**src/rtl/ram_stream_reader_pkg.sv**
```systemverilog
// Shared types for the wide-port stream reader: FSM state encoding and FIFO entry layout.
package ram_stream_pkg;

  localparam int WORD_W = 256;

  typedef enum logic [1:0] {
    IDLE,
    RUN,
    DRAIN,
    DONE
  } state_e;

  typedef struct packed {
    logic              last;
    logic [WORD_W-1:0] data;
  } fifo_entry_t;

endpackage

```
**src/rtl/ram_stream_reader_if.sv**
```systemverilog
// Valid/ready output stream of the RAM stream reader; master is the reader, slave the consumer.
interface ram_stream_if #(
  parameter int dataWidth = 256
) ();

  logic                 m_valid_o;
  logic [dataWidth-1:0] m_data_o;
  logic                 m_last_o;
  logic                 m_ready_i;

  modport master (output m_valid_o, m_data_o, m_last_o, input m_ready_i);
  modport slave  (input m_valid_o, m_data_o, m_last_o, output m_ready_i);

endinterface

```
**src/rtl/ram_stream_reader_fifo.sv**
```systemverilog
// Synchronous skid FIFO with flush, occupancy count and a registered head entry.
module ram_stream_fifo #(
  parameter int width = 8,
  parameter int depth = 4
) (
  input  logic                     clk,
  input  logic                     rst,
  input  logic                     push_i,
  input  logic [width-1:0]         push_data_i,
  input  logic                     pop_i,
  input  logic                     flush_i,
  output logic [$clog2(depth):0]   count_o,
  output logic                     empty_o,
  output logic [width-1:0]         head_o
);

  localparam int PTR_W = $clog2(depth);
  localparam int CNT_W = PTR_W + 1;

  logic [width-1:0] mem [depth];
  logic [PTR_W-1:0] rd_ptr_q, rd_ptr_d, wr_ptr_q, wr_ptr_d;
  logic [CNT_W-1:0] count_q, count_d;
  logic [width-1:0] head_q, head_d;
  logic             do_push, do_pop, full;

  assign full    = (count_q == CNT_W'(depth));
  assign empty_o = (count_q == '0);
  assign count_o = count_q;
  assign head_o  = head_q;

  always_comb begin
    do_push  = push_i & ~flush_i;
    do_pop   = pop_i & ~empty_o & ~flush_i;
    rd_ptr_d = rd_ptr_q + PTR_W'(do_pop);
    wr_ptr_d = wr_ptr_q + PTR_W'(do_push);
    count_d  = count_q + CNT_W'(do_push) - CNT_W'(do_pop);
    head_d   = head_q;
    // The head register must see a word pushed into an empty (or emptying) FIFO directly.
    if (do_push && (count_q == CNT_W'(do_pop))) begin
      head_d = push_data_i;
    end else if (do_pop && (count_q > CNT_W'(1))) begin
      head_d = mem[rd_ptr_d];
    end
    if (flush_i) begin
      rd_ptr_d = '0;
      wr_ptr_d = '0;
      count_d  = '0;
    end
  end

  always_ff @(posedge clk) begin
    if (rst) begin
      rd_ptr_q <= '0;
      wr_ptr_q <= '0;
      count_q  <= '0;
      head_q   <= '0;
    end else begin
      rd_ptr_q <= rd_ptr_d;
      wr_ptr_q <= wr_ptr_d;
      count_q  <= count_d;
      head_q   <= head_d;
    end
  end

  always_ff @(posedge clk) begin
    if (do_push) begin
      mem[wr_ptr_q] <= push_data_i;
    end
  end

  // Upstream credit accounting must never push into a full FIFO without a matching pop.
  assert property (@(posedge clk) disable iff (rst) !(push_i && !flush_i && full && !pop_i));

endmodule

```
**src/rtl/ram_stream_reader.sv**
```systemverilog
// Strided wide-port RAM reader streaming words out over valid/ready with a last flag.
// Optional RAM_STREAM_READER_ABORT_EN adds abort_i to cancel a running command.
module ram_stream_reader
  import ram_stream_pkg::*;
#(
  parameter int addrWidth = 32,
  parameter int dataWidth = WORD_W,
  parameter int lenWidth  = 16,
  parameter int fifoDepth = 4
) (
  input  logic                 clk,
  input  logic                 rst,
  input  logic                 start_i,
  input  logic [addrWidth-1:0] base_addr_i,
  input  logic [lenWidth-1:0]  num_words_i,
  input  logic [addrWidth-1:0] stride_i,
`ifdef RAM_STREAM_READER_ABORT_EN
  input  logic                 abort_i,
`endif
  output logic                 busy_o,
  output logic                 done_o,
  output logic                 rd_en_o,
  output logic [addrWidth-1:0] rd_addr_o,
  input  logic [dataWidth-1:0] rd_data_i,
  ram_stream_if.master         m
);

  localparam int OCC_W = $clog2(fifoDepth) + 1;
  localparam int CRD_W = $clog2(fifoDepth) + 2;

  state_e               state_q, state_d;
  logic [lenWidth-1:0]  cnt_q, cnt_d, num_q, num_d;
  logic [addrWidth-1:0] stride_q, stride_d, next_addr_q, next_addr_d;
  logic [addrWidth-1:0] rd_addr_q, rd_addr_d;
  logic                 rd_en_q, rd_en_d, rd_last_q, rd_last_d;
  logic                 resp_vld_q, resp_vld_d, resp_last_q, resp_last_d;

  logic                 abort_act, pop, push, fifo_empty, credit_ok;
  logic [OCC_W-1:0]     occ;
  logic [CRD_W-1:0]     credit_sum;
  fifo_entry_t          push_entry, head;

`ifdef RAM_STREAM_READER_ABORT_EN
  assign abort_act = abort_i && ((state_q == RUN) || (state_q == DRAIN));
`else
  assign abort_act = 1'b0;
`endif

  assign pop  = ~fifo_empty & m.m_ready_i;
  assign push = resp_vld_q & ~abort_act;

  always_comb begin
    push_entry      = '0;
    push_entry.last = resp_last_q;
    push_entry.data = WORD_W'(rd_data_i);
  end

  // Every issued read already owns a slot: occupancy plus both pipeline stages.
  assign credit_sum = CRD_W'(occ) + CRD_W'(rd_en_q) + CRD_W'(resp_vld_q);
  assign credit_ok  = credit_sum < (CRD_W'(fifoDepth) + CRD_W'(pop));

  ram_stream_fifo #(
    .width ($bits(fifo_entry_t)),
    .depth (fifoDepth)
  ) u_fifo (
    .clk         (clk),
    .rst         (rst),
    .push_i      (push),
    .push_data_i (push_entry),
    .pop_i       (pop),
    .flush_i     (abort_act),
    .count_o     (occ),
    .empty_o     (fifo_empty),
    .head_o      (head)
  );

  always_comb begin
    state_d     = state_q;
    cnt_d       = cnt_q;
    num_d       = num_q;
    stride_d    = stride_q;
    next_addr_d = next_addr_q;
    rd_en_d     = 1'b0;
    rd_addr_d   = rd_addr_q;
    rd_last_d   = 1'b0;
    resp_vld_d  = rd_en_q;
    resp_last_d = rd_last_q;
    unique case (state_q)
      IDLE: begin
        if (start_i) begin
          num_d    = num_words_i;
          stride_d = stride_i;
          cnt_d    = '0;
          if (num_words_i == '0) begin
            state_d = DONE;
          end else begin
            // First read issues straight from IDLE so rd_en_o rises the cycle after start.
            state_d     = RUN;
            rd_en_d     = 1'b1;
            rd_addr_d   = base_addr_i;
            next_addr_d = base_addr_i + stride_i;
            cnt_d       = lenWidth'(1);
            rd_last_d   = (num_words_i == lenWidth'(1));
          end
        end
      end
      RUN: begin
        if ((cnt_q != num_q) && credit_ok) begin
          rd_en_d     = 1'b1;
          rd_addr_d   = next_addr_q;
          next_addr_d = next_addr_q + stride_q;
          cnt_d       = cnt_q + lenWidth'(1);
          rd_last_d   = (cnt_d == num_q);
        end
        if (cnt_d == num_q) begin
          state_d = DRAIN;
        end
      end
      DRAIN: begin
        if (pop && head.last) begin
          state_d = DONE;
        end
      end
      DONE: begin
        state_d = IDLE;
        cnt_d   = '0;
      end
      default: state_d = IDLE;
    endcase
    if (abort_act) begin
      state_d    = IDLE;
      cnt_d      = '0;
      rd_en_d    = 1'b0;
      rd_last_d  = 1'b0;
      resp_vld_d = 1'b0;
    end
  end

  always_ff @(posedge clk) begin
    if (rst) begin
      state_q     <= IDLE;
      cnt_q       <= '0;
      rd_en_q     <= 1'b0;
      rd_addr_q   <= '0;
      rd_last_q   <= 1'b0;
      resp_vld_q  <= 1'b0;
      resp_last_q <= 1'b0;
    end else begin
      state_q     <= state_d;
      cnt_q       <= cnt_d;
      rd_en_q     <= rd_en_d;
      rd_addr_q   <= rd_addr_d;
      rd_last_q   <= rd_last_d;
      resp_vld_q  <= resp_vld_d;
      resp_last_q <= resp_last_d;
    end
  end

  always_ff @(posedge clk) begin
    num_q       <= num_d;
    stride_q    <= stride_d;
    next_addr_q <= next_addr_d;
  end

  assign busy_o      = (state_q != IDLE);
  assign done_o      = (state_q == DONE);
  assign rd_en_o     = rd_en_q;
  assign rd_addr_o   = rd_addr_q;
  assign m.m_valid_o = ~fifo_empty;
  assign m.m_data_o  = head.data[dataWidth-1:0];
  assign m.m_last_o  = head.last;

endmodule

```
**src/flat_wrapper.sv**
```systemverilog
// flat-port wrapper written by rule: the top's interface ports become plain ports
module ram_stream_reader_flat import ram_stream_pkg::*;
#(
  parameter int addrWidth = 32,
  parameter int dataWidth = WORD_W,
  parameter int lenWidth  = 16,
  parameter int fifoDepth = 4
)
  (clk, rst, start_i, base_addr_i, num_words_i, stride_i, busy_o, done_o, rd_en_o, rd_addr_o, rd_data_i, m_m_valid_o, m_m_data_o, m_m_last_o, m_m_ready_i);
  ram_stream_if #(.dataWidth(dataWidth)) m_i ();
  input  logic clk;
  input  logic rst;
  input  logic start_i;
  input  logic [addrWidth-1:0] base_addr_i;
  input  logic [lenWidth-1:0] num_words_i;
  input  logic [addrWidth-1:0] stride_i;
  output logic busy_o;
  output logic done_o;
  output logic rd_en_o;
  output logic [addrWidth-1:0] rd_addr_o;
  input  logic [dataWidth-1:0] rd_data_i;
  output wire logic [$bits(m_i.m_valid_o)-1:0] m_m_valid_o;
  output wire logic [$bits(m_i.m_data_o)-1:0] m_m_data_o;
  output wire logic [$bits(m_i.m_last_o)-1:0] m_m_last_o;
  input wire logic [$bits(m_i.m_ready_i)-1:0] m_m_ready_i;
  assign m_m_valid_o = m_i.m_valid_o;
  assign m_m_data_o = m_i.m_data_o;
  assign m_m_last_o = m_i.m_last_o;
  assign m_i.m_ready_i = m_m_ready_i;
  ram_stream_reader #(.addrWidth(addrWidth), .dataWidth(dataWidth), .lenWidth(lenWidth), .fifoDepth(fifoDepth)) u_core (.clk(clk), .rst(rst), .start_i(start_i), .base_addr_i(base_addr_i), .num_words_i(num_words_i), .stride_i(stride_i), .busy_o(busy_o), .done_o(done_o), .rd_en_o(rd_en_o), .rd_addr_o(rd_addr_o), .rd_data_i(rd_data_i), .m(m_i));
endmodule
```
**config.mk**
```make
export PLATFORM = sky130hd
export DESIGN_NAME = ram_stream_reader_flat
export DESIGN_NICKNAME = d
export VERILOG_FILES = /design/src/rtl/ram_stream_reader_pkg.sv /design/src/rtl/ram_stream_reader_if.sv /design/src/rtl/ram_stream_reader_fifo.sv /design/src/rtl/ram_stream_reader.sv /design/src/flat_wrapper.sv
export SDC_FILE = /design/constraint.sdc
export NUM_CORES = 2
export LEC_CHECK = 0
export BUFFER_PORTS_ARGS = -buffer_cell sky130_fd_sc_hd__buf_4
export CORE_ASPECT_RATIO = 2
export CORE_MARGIN = 8
export CORE_UTILIZATION = 59
export CTS_BUF_LIST = sky130_fd_sc_hd__clkbuf_16
export DETAILED_ROUTE_END_ITERATION = 6
export PLACE_DENSITY = 0.8
export RECOVER_POWER = 50
export SYNTH_ARGS = -nofsm -noshare
export SYNTH_HDL_FRONTEND = slang
export SYNTH_SLANG_ARGS = --single-unit
```
**constraint.sdc**
```tcl
create_clock -name clk -period 24.8 [get_ports clk]
set_input_delay 6.2 -clock clk [delete_from_list [all_inputs] [get_ports clk]]
set_output_delay 6.2 -clock clk [all_outputs]
set_load 0.1 [all_outputs]
```
==> results.cfg <==
[critical_path]
startpoint_type = flip-flop
end_kind = flip-flop
cp.required_ns = 25.07
cp.arrival_ns = 11.49
path_class = flip-flop to flip-flop
worstPathMaxFanout = 67

[clock_network]
clockRootBuffer = clkbuf_16
cts_tree = done
cts_buffers = 114
ctsResizeCount = 0
htreeDepth = 3
cts_setup_buffers = 0
clk_pin_slew_ns = 0.07
clkSinkCount = 1426
cts_max_path_buffers = 3
cts_hold_buf = 0
insertion_delay_ns = 0.74

[die]
io-pin-count = 633
core_sq_mm = 0.0971
rows = 162
initial_core_util = 0.592
die_width_microns = 237
die_area_sq_mm = 0.108
die_h_microns = 457

[sta]
hold_viol = 0
slew_viol_final = 1055
fmax_mhz = 89.1
skew_ns = 0.0445
fin_crit_sh = 0.453
fin_setup_tns_ns = 0
min_period_ns = 11.22
tightestPinTransition_ns = 9.13
layout_setup_ws_ns = 13.58
hold_slack_ns = 0.491
slew_headroom = -5.09
rsz0062_at_grt = false
finalSetupViolations = 0

[layout]
multi_input_area_sq_mm = 0.0170
area.growth.synth_to_final_pct = 16.4
post-route-util = 0.689
final_common_cell = edfxtp_1
drive_gt1_frac = 0.243
instances_no_fill = 5410
fin_area_sq_mm = 0.0669
fillers = 6354
regArea_sq_mm = 0.0396
layout.nets = 4486
final_cell_mix = 1,108 x edfxtp_1, 547 x buf_4, 349 x nor2_1

[detailed_routing]
ant_nets = 0
wl_microns = 139000
vias = 33400
drc_errors = 0
dr.pass1.iters = 5
routed_via_density = 6.18
drt_iter0_drc = 2586
routedWlPerCell_microns = 25.8

[placed_design]
place_area_sq_mm = 0.0634
dp.cells = 5182
io_buffers = 632
gp_congestion = 0.913
dp_slack_ns = 13.40
dp_hpwl_microns = 88200

[grt]
overflow = 0
grt_pass1_wl_microns = 209000
grt_usage = 0.251
antenna_found_initial = 28
grt_max_degree = 136
grt_pass1_vias = 34500

[yosys]
synth.area.top_cells = edfxtp_1 58%, dfxtp_1 11%, mux4_2 10%
ys_seq_area_frac = 0.689
synth_edf_count = 1108
syn-cell-area_sq_mm = 0.0575
synth_ff_type = edfxtp_1
synthArstFlopShare = 0
synth_top_area_frac = 0.579
synth_area_leader_cell = edfxtp_1
netlist_instances = 3486
yosysUniqueCellTypes = 77
yosys_warnings = 0
ys_ff_latch = 1426
postSynthAreaPerCell_sq_um = 16.5
syn_nets = 3904

[pwr]
ir_worst_vdd_mv = 0.104
power.leakage_nw = 22.8
power_density_mw_per_mm2 = 124
p_total_mw = 8.31

[run_status]
violations = capacitance limit, slew limit
status = complete, but fails checks

[flow_run]
drv_cap = 17

[hold_path]
min_path_type = flip-flop to flip-flop
[synthesized netlist by cell type, drive strengths merged (34+ instances only)]
library cell	instances
dfxtp	318
edfxtp	1108
ha	74
mux2i	299
a211oi	303
nand2	57
nor2	351
a21oi	70
a21o	34
mux4	257
xnor2	48
clkbuf	143
buf	69
o21ai	54
xor2	44
[flip-flops by register name, indices dropped and copies added, names as in the netlist]
register / cells
u_core.push: 1
u_core.rd_last_q: 1
u_core.u_fifo.count_o: 3
u_core.resp_last_q: 1
u_core.rd_en_o: 1
u_core.num_q: 16
u_core.state_q: 2
u_core.u_fifo.wr_ptr_q: 2
u_core.stride_q: 32
u_core.u_fifo.head_o: 257
u_core.u_fifo.mem: 1028
u_core.next_addr_q: 32
u_core.rd_addr_o: 32
u_core.cnt_q: 16
u_core.u_fifo.rd_ptr_q: 2
[critical path, cell delays in order (launching register included)]
cell	delay, ns
dfxtp_1	0.44
and3_1	1.61
clkbuf_1	3.13
clkbuf_1	2.94
clkbuf_1	2.45
[layout make-up]
class	instances	share of cell area
timing repair buffer	678	0.0689
inverter	33	0.00185
clock inverter	100	0.0175
clock buffer	114	0.0426
tap	1230	0.0230
sequential	1426	0.592
antenna	14	0.000523
multi-input combinational	1815	0.253
[report_power, final]
group / leakage (nW) / internal (mW) / total (mW) / switching [mW]
Combinational: 8.11 / 1.10 / 3.34 / 2.24
Sequential: 12.7 / 2.89 / 3.04 / 0.148
Clock: 2.00 / 1.08 / 1.93 / 0.854
[worst paths after layout]
| kind | from | to | slack (ns) | cells after the start |
|---|---|---|---|---|
| setup / recovery | u_core.push | u_core.u_fifo.mem[3][53] | 13.58 | 4 |
| hold / removal | u_core.rd_last_q | u_core.resp_last_q | 0.49 | 1 |
| setup reg to reg | u_core.push | u_core.u_fifo.mem[3][53] | 13.58 | 4 |
| hold reg to reg | u_core.rd_last_q | u_core.resp_last_q | 0.49 | 1 |
[kinds of logic after synthesis]
family / share of synthesized area
DFF: 0.689
muxes: 0.153
AOI/OAI and AO/OA: 0.0667
and+or+nand+nor: 0.0417
buffers and inverters: 0.0171
xor gates and xnor gates: 0.0141
adders and majority gates: 0.0175
[metal layers]
metal,wire length [microns],track usage,up-vias,share of wire
li1,-,-,15000,-
met1,51400,0.303,16900,0.37
met2,70900,0.427,1274,0.51
met3,12800,0.0777,241,0.092
met4,4080,0.0847,28,0.029
met5,181,0,-,0.0013
Power figures use the tool's default switching activity.
